==> config.mk <==
export PLATFORM = sky130hd
export DESIGN_NAME = mem_arbiter_flat
export DESIGN_NICKNAME = d
export VERILOG_FILES = /design/src/rtl/mem_arbiter_if.sv /design/src/rtl/mem_arbiter.sv /design/src/flat_wrapper.sv
export SDC_FILE = /design/constraint.sdc
export NUM_CORES = 1
export LEC_CHECK = 0
export BUFFER_PORTS_ARGS = -buffer_cell sky130_fd_sc_hd__buf_2
export CORE_ASPECT_RATIO = 0.5
export CORE_MARGIN = 3
export CORE_UTILIZATION = 42
export DETAILED_ROUTE_END_ITERATION = 12
export HOLD_SLACK_MARGIN = 0.05
export PLACE_DENSITY = 0.75
export SLEW_MARGIN = 20
export SYNTH_ARGS = -nofsm -noshare
export SYNTH_HDL_FRONTEND = slang
export SYNTH_SLANG_ARGS = --single-unit
==> constraint.sdc <==
create_clock -name clk -period 4.4 [get_ports clk]
set_input_delay 0.22 -clock clk [delete_from_list [all_inputs] [get_ports clk]]
set_output_delay 0.22 -clock clk [all_outputs]
set_load 0.01 [all_outputs]
==> src/rtl/mem_arbiter_if.sv <==
// Bus bundle between the requestor ports, the RAM and mem_arbiter.
// The arbiter takes the slave modport; the requestor/RAM side takes master.
interface mem_arbiter_if #(
    parameter int unsigned NPORT = 3
);
    logic                 rdy;
    logic                 io_buffer_full;
    logic [NPORT-1:0]     req_valid;
    logic [NPORT-1:0]     req_we;
    logic [NPORT-1:0]     req_signed;
    logic [3*NPORT-1:0]   req_len;
    logic [32*NPORT-1:0]  req_addr;
    logic [32*NPORT-1:0]  req_wdata;
    logic [NPORT-1:0]     flush;
    logic [7:0]           ram_data_i;
    logic [7:0]           ram_data_o;
    logic [31:0]          ram_addr;
    logic                 ram_rw_sel;
    logic [NPORT-1:0]     busy;
    logic [NPORT-1:0]     resp_valid;
    logic [31:0]          resp_data;

    modport slave (
        input  rdy, io_buffer_full, req_valid, req_we, req_signed, req_len, req_addr,
               req_wdata, flush, ram_data_i,
        output ram_data_o, ram_addr, ram_rw_sel, busy, resp_valid, resp_data
    );

    modport master (
        output rdy, io_buffer_full, req_valid, req_we, req_signed, req_len, req_addr,
               req_wdata, flush, ram_data_i,
        input  ram_data_o, ram_addr, ram_rw_sel, busy, resp_valid, resp_data
    );
endinterface

==> src/rtl/mem_arbiter.sv <==
// Multi-port byte-serial RAM arbiter: grants one requestor at a time and moves
// 1..4 bytes per transaction through an 8-bit RAM port (IDLE -> BUSY -> DONE).
module mem_arbiter #(
    parameter int unsigned NPORT    = 3,
    parameter int unsigned ARB_MODE = 0,
    parameter int unsigned IO_STALL = 1
) (
    input logic           clk,
    input logic           rst,
    mem_arbiter_if.slave  bus
);

    localparam int unsigned IdxW = (NPORT > 1) ? $clog2(NPORT) : 1;

    typedef enum logic [1:0] {StIdle, StBusy, StDone} state_e;

    state_e            state_q;
    logic [IdxW-1:0]   gnt_q;
    logic [IdxW-1:0]   last_q;
    logic              we_q;
    logic              signed_q;
    logic [2:0]        len_q;
    logic [2:0]        cnt_q;
    logic [31:0]       addr_q;
    logic [31:0]       wdata_q;
    logic [31:0]       rdata_q;
    logic [NPORT-1:0]  busy_q;
    logic [NPORT-1:0]  resp_valid_q;
    logic [31:0]       resp_data_q;

    // ---------------------------------------------------------------- arbitration
    logic              gnt_found;
    logic [IdxW-1:0]   gnt_idx;
    logic [IdxW-1:0]   cand;

    always_comb begin
        gnt_found = 1'b0;
        gnt_idx   = '0;
        cand      = '0;
        if (ARB_MODE == 0) begin
            // Scan high to low so the lowest valid index is the last to win.
            for (int i = int'(NPORT) - 1; i >= 0; i--) begin
                cand = IdxW'(i);
                if (bus.req_valid[cand]) begin
                    gnt_found = 1'b1;
                    gnt_idx   = cand;
                end
            end
        end else begin
            // Scan from farthest to nearest after last_q; nearest valid wins.
            for (int i = int'(NPORT); i >= 1; i--) begin
                cand = IdxW'((int'(last_q) + i) % int'(NPORT));
                if (bus.req_valid[cand]) begin
                    gnt_found = 1'b1;
                    gnt_idx   = cand;
                end
            end
        end
    end

    logic [3*NPORT-1:0]  len_sh;
    logic [32*NPORT-1:0] addr_sh;
    logic [32*NPORT-1:0] wdata_sh;
    logic [2:0]          len_raw;
    logic [2:0]          len_eff;
    logic [NPORT-1:0]    gnt_onehot;
    logic [NPORT-1:0]    cur_onehot;

    always_comb begin
        len_sh     = bus.req_len >> (3 * gnt_idx);
        addr_sh    = bus.req_addr >> (32 * gnt_idx);
        wdata_sh   = bus.req_wdata >> (32 * gnt_idx);
        len_raw    = len_sh[2:0];
        len_eff    = (len_raw == 3'd0 || len_raw > 3'd4) ? 3'd4 : len_raw;
        gnt_onehot = NPORT'(1) << gnt_idx;
        cur_onehot = NPORT'(1) << gnt_q;
    end

    // ---------------------------------------------------------------- read assembly
    logic [31:0] rd_bytes;
    logic [31:0] rd_result;
    logic        sign_bit;

    always_comb begin
        rd_bytes = rdata_q;
        for (int i = 0; i < 4; i++) begin
            if (cnt_q != 3'd0 && int'(cnt_q) - 1 == i) rd_bytes[8*i +: 8] = bus.ram_data_i;
        end
        sign_bit = 1'b0;
        for (int i = 0; i < 4; i++) begin
            if (int'(len_q) - 1 == i) sign_bit = rd_bytes[8*i+7];
        end
        rd_result = rd_bytes;
        for (int i = 0; i < 4; i++) begin
            if (i >= int'(len_q)) rd_result[8*i +: 8] = {8{signed_q & sign_bit}};
        end
    end

    // ---------------------------------------------------------------- RAM port
    logic        io_stalled;
    logic        wr_active;
    logic        flush_g;
    logic [31:0] wdata_cur;

    always_comb begin
        io_stalled = (IO_STALL != 0) && we_q && (addr_q[17:16] == 2'b11) && bus.io_buffer_full;
        wr_active  = (state_q == StBusy) && we_q && !io_stalled && bus.rdy;
        flush_g    = bus.flush[gnt_q];
        wdata_cur  = wdata_q >> {cnt_q, 3'b000};
    end

    assign bus.ram_addr   = (state_q == StBusy) ? addr_q + 32'(cnt_q) : 32'd0;
    assign bus.ram_rw_sel = wr_active;
    assign bus.ram_data_o = wr_active ? wdata_cur[7:0] : 8'd0;
    assign bus.busy       = busy_q;
    assign bus.resp_valid = resp_valid_q;
    assign bus.resp_data  = resp_data_q;

    // ---------------------------------------------------------------- state machine
    always_ff @(posedge clk or negedge rst) begin
        if (!rst) begin
            state_q      <= StIdle;
            gnt_q        <= '0;
            last_q       <= IdxW'(NPORT - 1);
            we_q         <= 1'b0;
            signed_q     <= 1'b0;
            len_q        <= 3'd4;
            cnt_q        <= 3'd0;
            addr_q       <= '0;
            wdata_q      <= '0;
            rdata_q      <= '0;
            busy_q       <= '0;
            resp_valid_q <= '0;
            resp_data_q  <= '0;
        end else if (bus.rdy) begin
            unique case (state_q)
                StIdle: begin
                    if (gnt_found) begin
                        state_q  <= StBusy;
                        gnt_q    <= gnt_idx;
                        last_q   <= gnt_idx;
                        we_q     <= bus.req_we[gnt_idx];
                        signed_q <= bus.req_signed[gnt_idx];
                        len_q    <= len_eff;
                        addr_q   <= addr_sh[31:0];
                        wdata_q  <= wdata_sh[31:0];
                        cnt_q    <= 3'd0;
                        rdata_q  <= '0;
                        busy_q   <= gnt_onehot;
                    end
                end
                StBusy: begin
                    if (we_q) begin
                        if (!io_stalled) begin
                            if (cnt_q == len_q - 3'd1) begin
                                state_q      <= StDone;
                                busy_q       <= '0;
                                resp_valid_q <= cur_onehot;
                                resp_data_q  <= '0;
                            end else begin
                                cnt_q <= cnt_q + 3'd1;
                            end
                        end
                    end else if (flush_g) begin
                        // Abort wins even on the last capture cycle.
                        state_q <= StIdle;
                        busy_q  <= '0;
                    end else begin
                        rdata_q <= rd_bytes;
                        if (cnt_q == len_q) begin
                            state_q      <= StDone;
                            busy_q       <= '0;
                            resp_valid_q <= cur_onehot;
                            resp_data_q  <= rd_result;
                        end else begin
                            cnt_q <= cnt_q + 3'd1;
                        end
                    end
                end
                StDone: begin
                    state_q      <= StIdle;
                    resp_valid_q <= '0;
                    resp_data_q  <= '0;
                end
                default: begin
                    state_q <= StIdle;
                end
            endcase
        end
    end

endmodule

==> src/flat_wrapper.sv <==
// flat-port wrapper written by rule: the top's interface ports become plain ports
module mem_arbiter_flat 
#(
    parameter int unsigned NPORT    = 3,
    parameter int unsigned ARB_MODE = 0,
    parameter int unsigned IO_STALL = 1
)
  (clk, rst, bus_rdy, bus_io_buffer_full, bus_req_valid, bus_req_we, bus_req_signed, bus_req_len, bus_req_addr, bus_req_wdata, bus_flush, bus_ram_data_i, bus_ram_data_o, bus_ram_addr, bus_ram_rw_sel, bus_busy, bus_resp_valid, bus_resp_data);
  mem_arbiter_if #(.NPORT(NPORT)) bus_i ();
  input logic clk;
  input logic rst;
  input wire logic [$bits(bus_i.rdy)-1:0] bus_rdy;
  input wire logic [$bits(bus_i.io_buffer_full)-1:0] bus_io_buffer_full;
  input wire logic [$bits(bus_i.req_valid)-1:0] bus_req_valid;
  input wire logic [$bits(bus_i.req_we)-1:0] bus_req_we;
  input wire logic [$bits(bus_i.req_signed)-1:0] bus_req_signed;
  input wire logic [$bits(bus_i.req_len)-1:0] bus_req_len;
  input wire logic [$bits(bus_i.req_addr)-1:0] bus_req_addr;
  input wire logic [$bits(bus_i.req_wdata)-1:0] bus_req_wdata;
  input wire logic [$bits(bus_i.flush)-1:0] bus_flush;
  input wire logic [$bits(bus_i.ram_data_i)-1:0] bus_ram_data_i;
  output wire logic [$bits(bus_i.ram_data_o)-1:0] bus_ram_data_o;
  output wire logic [$bits(bus_i.ram_addr)-1:0] bus_ram_addr;
  output wire logic [$bits(bus_i.ram_rw_sel)-1:0] bus_ram_rw_sel;
  output wire logic [$bits(bus_i.busy)-1:0] bus_busy;
  output wire logic [$bits(bus_i.resp_valid)-1:0] bus_resp_valid;
  output wire logic [$bits(bus_i.resp_data)-1:0] bus_resp_data;
  assign bus_i.rdy = bus_rdy;
  assign bus_i.io_buffer_full = bus_io_buffer_full;
  assign bus_i.req_valid = bus_req_valid;
  assign bus_i.req_we = bus_req_we;
  assign bus_i.req_signed = bus_req_signed;
  assign bus_i.req_len = bus_req_len;
  assign bus_i.req_addr = bus_req_addr;
  assign bus_i.req_wdata = bus_req_wdata;
  assign bus_i.flush = bus_flush;
  assign bus_i.ram_data_i = bus_ram_data_i;
  assign bus_ram_data_o = bus_i.ram_data_o;
  assign bus_ram_addr = bus_i.ram_addr;
  assign bus_ram_rw_sel = bus_i.ram_rw_sel;
  assign bus_busy = bus_i.busy;
  assign bus_resp_valid = bus_i.resp_valid;
  assign bus_resp_data = bus_i.resp_data;
  mem_arbiter #(.NPORT(NPORT), .ARB_MODE(ARB_MODE), .IO_STALL(IO_STALL)) u_core (.clk(clk), .rst(rst), .bus(bus_i));
endmodule
==> results.py <==
metrics = {
    "run_status": {
        "status": "finished, final reports clean",
    },
    "setup_path": {
        "crit_required_ns": 4.18,
        "cp.arrival_ns": 3.22,
        "r2r_start": "u_core.cnt_q[0]$_DFFE_PN0P_",
        "r2r_slack_ns": 1.32,
        "critPathKind": "flop to output pin",
        "reg2reg_depth": 9,
        "start_kind": "flop",
        "reg2reg_to": "u_core.bus.resp_data[17]$_DFFE_PN0P_",
        "worst-path-max-fanout": 10,
        "end_kind": "output pin",
    },
    "die": {
        "rows": 36,
        "io_pins": 304,
        "die_y_um": 109,
        "initial_utilization": 0.442,
        "die_w_um": 212,
        "die-area_um2": 23000,
        "core_um2": 20100,
    },
    "timing": {
        "rsz0062_at_grt": "no",
        "fin_crit_sh": 0.782,
        "hold_viol": 0,
        "fmax_mhz": 290,
        "timing.final.ws_setup_ns": 0.957,
        "slew_headroom": 0.363,
        "skew_ns": 0.00654,
        "setup_violations": 0,
        "finalWorstPathRequiredPeriod_ns": 3.44,
        "drv_slew": 0,
        "worst_slew_pin_slew_ns": 0.955,
        "finalSetupTns_ns": 0,
    },
    "global_routing": {
        "grt.overflow.total": 0,
        "grt_pass1_vias": 7898,
        "antenna_found_initial": 1,
        "grt_pass1_wl_mm": 40.1,
        "grt_max_degree": 139,
        "grt_usage": 0.218,
    },
    "detailed_routing": {
        "ant_nets": 0,
        "num_vias": 8249,
        "routed_wl_mm": 25.6,
        "wire_per_inst_um": 16.5,
        "vias_per_cell": 5.33,
        "drt-pass1-iter-count": 5,
        "drc": 0,
        "drt_iter0_drc": 459,
    },
    "worst_hold_path": {
        "hold_depth": 3,
        "hold_end": "u_core.wdata_q[1]$_DFFE_PN0P_",
        "hp-class": "input port to flop",
        "hold_path.startpoint": "bus_req_wdata[65]",
    },
    "clock_tree": {
        "htree_levels": 4,
        "cts_num_sinks": 146,
        "cts_setup_buffers": 0,
        "cts_tree": "yes",
        "root_buffer": "clkbuf_16",
        "clock_latency_ns": 0.42,
        "clk_pin_slew_worst_paths_ns": 0.06,
        "cts_buffers": 17,
        "hold_buffers": 1,
        "post_cts_resized": 0,
        "cts.path.max_buffers": 2,
    },
    "finish": {
        "layout_common_cells": "buf_2 (302), nand2_1 (156), dfrtp_1 (145)",
        "antennaDiodeCount": 0,
        "area_growth_syn_to_layout_pct": 25.9,
        "drive_gt1_frac": 0.293,
        "final_common_cell": "buf_2",
        "final_nets": 1514,
    },
    "synth": {
        "synth-seq-cells": 146,
        "syn_area_um2": 8880,
        "ys_types": 57,
        "synth_top_area_frac": 0.409,
        "synthArstFlopShare": 1.00,
        "yosysSeqAreaShare": 0.412,
        "synth_warnings": 0,
        "synth-edff-count": 0,
        "syn_nets": 1243,
        "synthCells": 999,
        "syn_avg_cell_area_um2": 8.89,
        "yosys-top-cells-area": "dfrtp_1 (41%), mux2i_1 (11%), nand2_1 (6.6%), o21ai_0 (6.4%), a21oi_1 (4.3%)",
        "synth_largest_area_cell": "dfrtp_1",
        "synth_ff_type": "dfrtp_1",
    },
    "place": {
        "gp_congestion": 0.869,
        "dp.final_hpwl_mm": 19.3,
        "dpl_worst_slack_ns": 0.951,
        "port-buffer-count": 303,
    },
    "job": {
        "maxCapViolations": 0,
    },
    "pwr": {
        "leakagePower_nw": 5.62,
        "peakVddDrop_mv": 0.218,
        "power_density_nw_per_um2": 508,
    },
}
logic make-up (layout without fill, tap and decap cells):
| logic type | Yosys count | after routing | synth area share |
|---|---|---|---|
| AND/OR/NAND/NOR | 346 | 346 | 0.179 |
| AO/OA/AOI/OAI | 265 | 265 | 0.173 |
| flip-flops | 146 | 146 | 0.412 |
| multiplexers | 112 | 112 | 0.138 |
| buffers and inverters | 83 | 367 | 0.0414 |
| XOR/XNOR | 28 | 28 | 0.0297 |
| adder cells (fa/ha/maj) | 19 | 19 | 0.0276 |
flip-flops by register name, indices dropped and copies added, names as in the netlist:
name / cells
u_core.bus.busy: 3
u_core.cnt_q: 3
u_core.bus.resp_data: 32
u_core.signed_q: 1
u_core.rdata_q: 32
u_core.gnt_q: 2
u_core.addr_q: 32
u_core.wdata_q: 32
u_core.state_q: 2
u_core.bus.resp_valid: 3
u_core.we_q: 1
u_core.len_q: 3
layout make-up:
type | count | area [um2]
fill | 1846 | 8910
multi-input combinational | 770 | 4870
sequential | 146 | 3650
timing repair buffer | 317 | 1660
clock buffer | 17 | 425
tap | 266 | 333
clock inverter | 15 | 171
inverter | 18 | 67.6
cell usage after synthesis (9+ instances only):
cell type / count
a21oi_1: 77
and2_1: 25
buf_1: 13
clkbuf_1: 39
dfrtp_1: 145
ha_1: 18
inv_1: 18
mux2i_1: 102
nand2_1: 156
nand2b_1: 12
nor2_1: 90
nor2b_1: 15
o211ai_1: 31
o21ai_0: 114
xnor2_1: 18
xor2_1: 9
critical path, stage by stage, from the launching register on:
cell and delay, ns:
dfrtp_1 0.53, ha_1 0.40, a21oi_1 0.14, nor4_2 0.57
nand4_1 0.32, or3_1 0.41, a21boi_0 0.25, buf_2 0.18
metal layers:
metal | GRT usage | vias to the layer above | routed length (um)
li1 | - | 4041 | -
met1 | 0.282 | 3924 | 11300
met2 | 0.375 | 240 | 12400
met3 | 0.0425 | 42 | 1370
met4 | 0.0659 | 2 | 501
met5 | 0 | - | 13
how the worst max path moves through the flow:
stage / from / endpoint / slack [ns] / cells after the start
floorplan: u_core.cnt_q[0]$_DFFE_PN0P_ / u_core.bus.resp_data[16]$_DFFE_PN0P_ / 1.34 / 10
global placement: u_core.cnt_q[0]$_DFFE_PN0P_ / u_core.bus.resp_data[19]$_DFFE_PN0P_ / 1.11 / 9
detailed placement: u_core.cnt_q[0]$_DFFE_PN0P_ / u_core.bus.resp_data[17]$_DFFE_PN0P_ / 0.95 / 9
CTS: u_core.cnt_q[2]$_DFFE_PN0P_ / bus_ram_addr[28] / 0.90 / 7
global route: u_core.cnt_q[2]$_DFFE_PN0P_ / bus_ram_addr[30] / 0.65 / 7
finish: u_core.cnt_q[2]$_DFFE_PN0P_ / bus_ram_addr[30] / 0.96 / 7
where the power goes:
part | internal [mW] | switching (mW)
Clock | 0.852 | 0.623
Combinational | 0.860 | 1.17
Sequential | 1.77 | 0.406
Total | 3.48 | 2.20
through the flow:
stage,power (mW),cells,hold slack (ns),utilization,area (um2)
floorplan,3.53,999,-0.0756,-,8880
global placement,4.12,1514,0.401,0.526,10600
CTS,5.72,1547,0.0615,0.556,11200
finish,5.68,1549,0.0808,0.556,11200
global route,6.09,1549,0.0871,0.556,11200
detailed placement,4.22,1514,0.419,0.526,10600
Note: power is estimated with default switching activity, not from simulation.
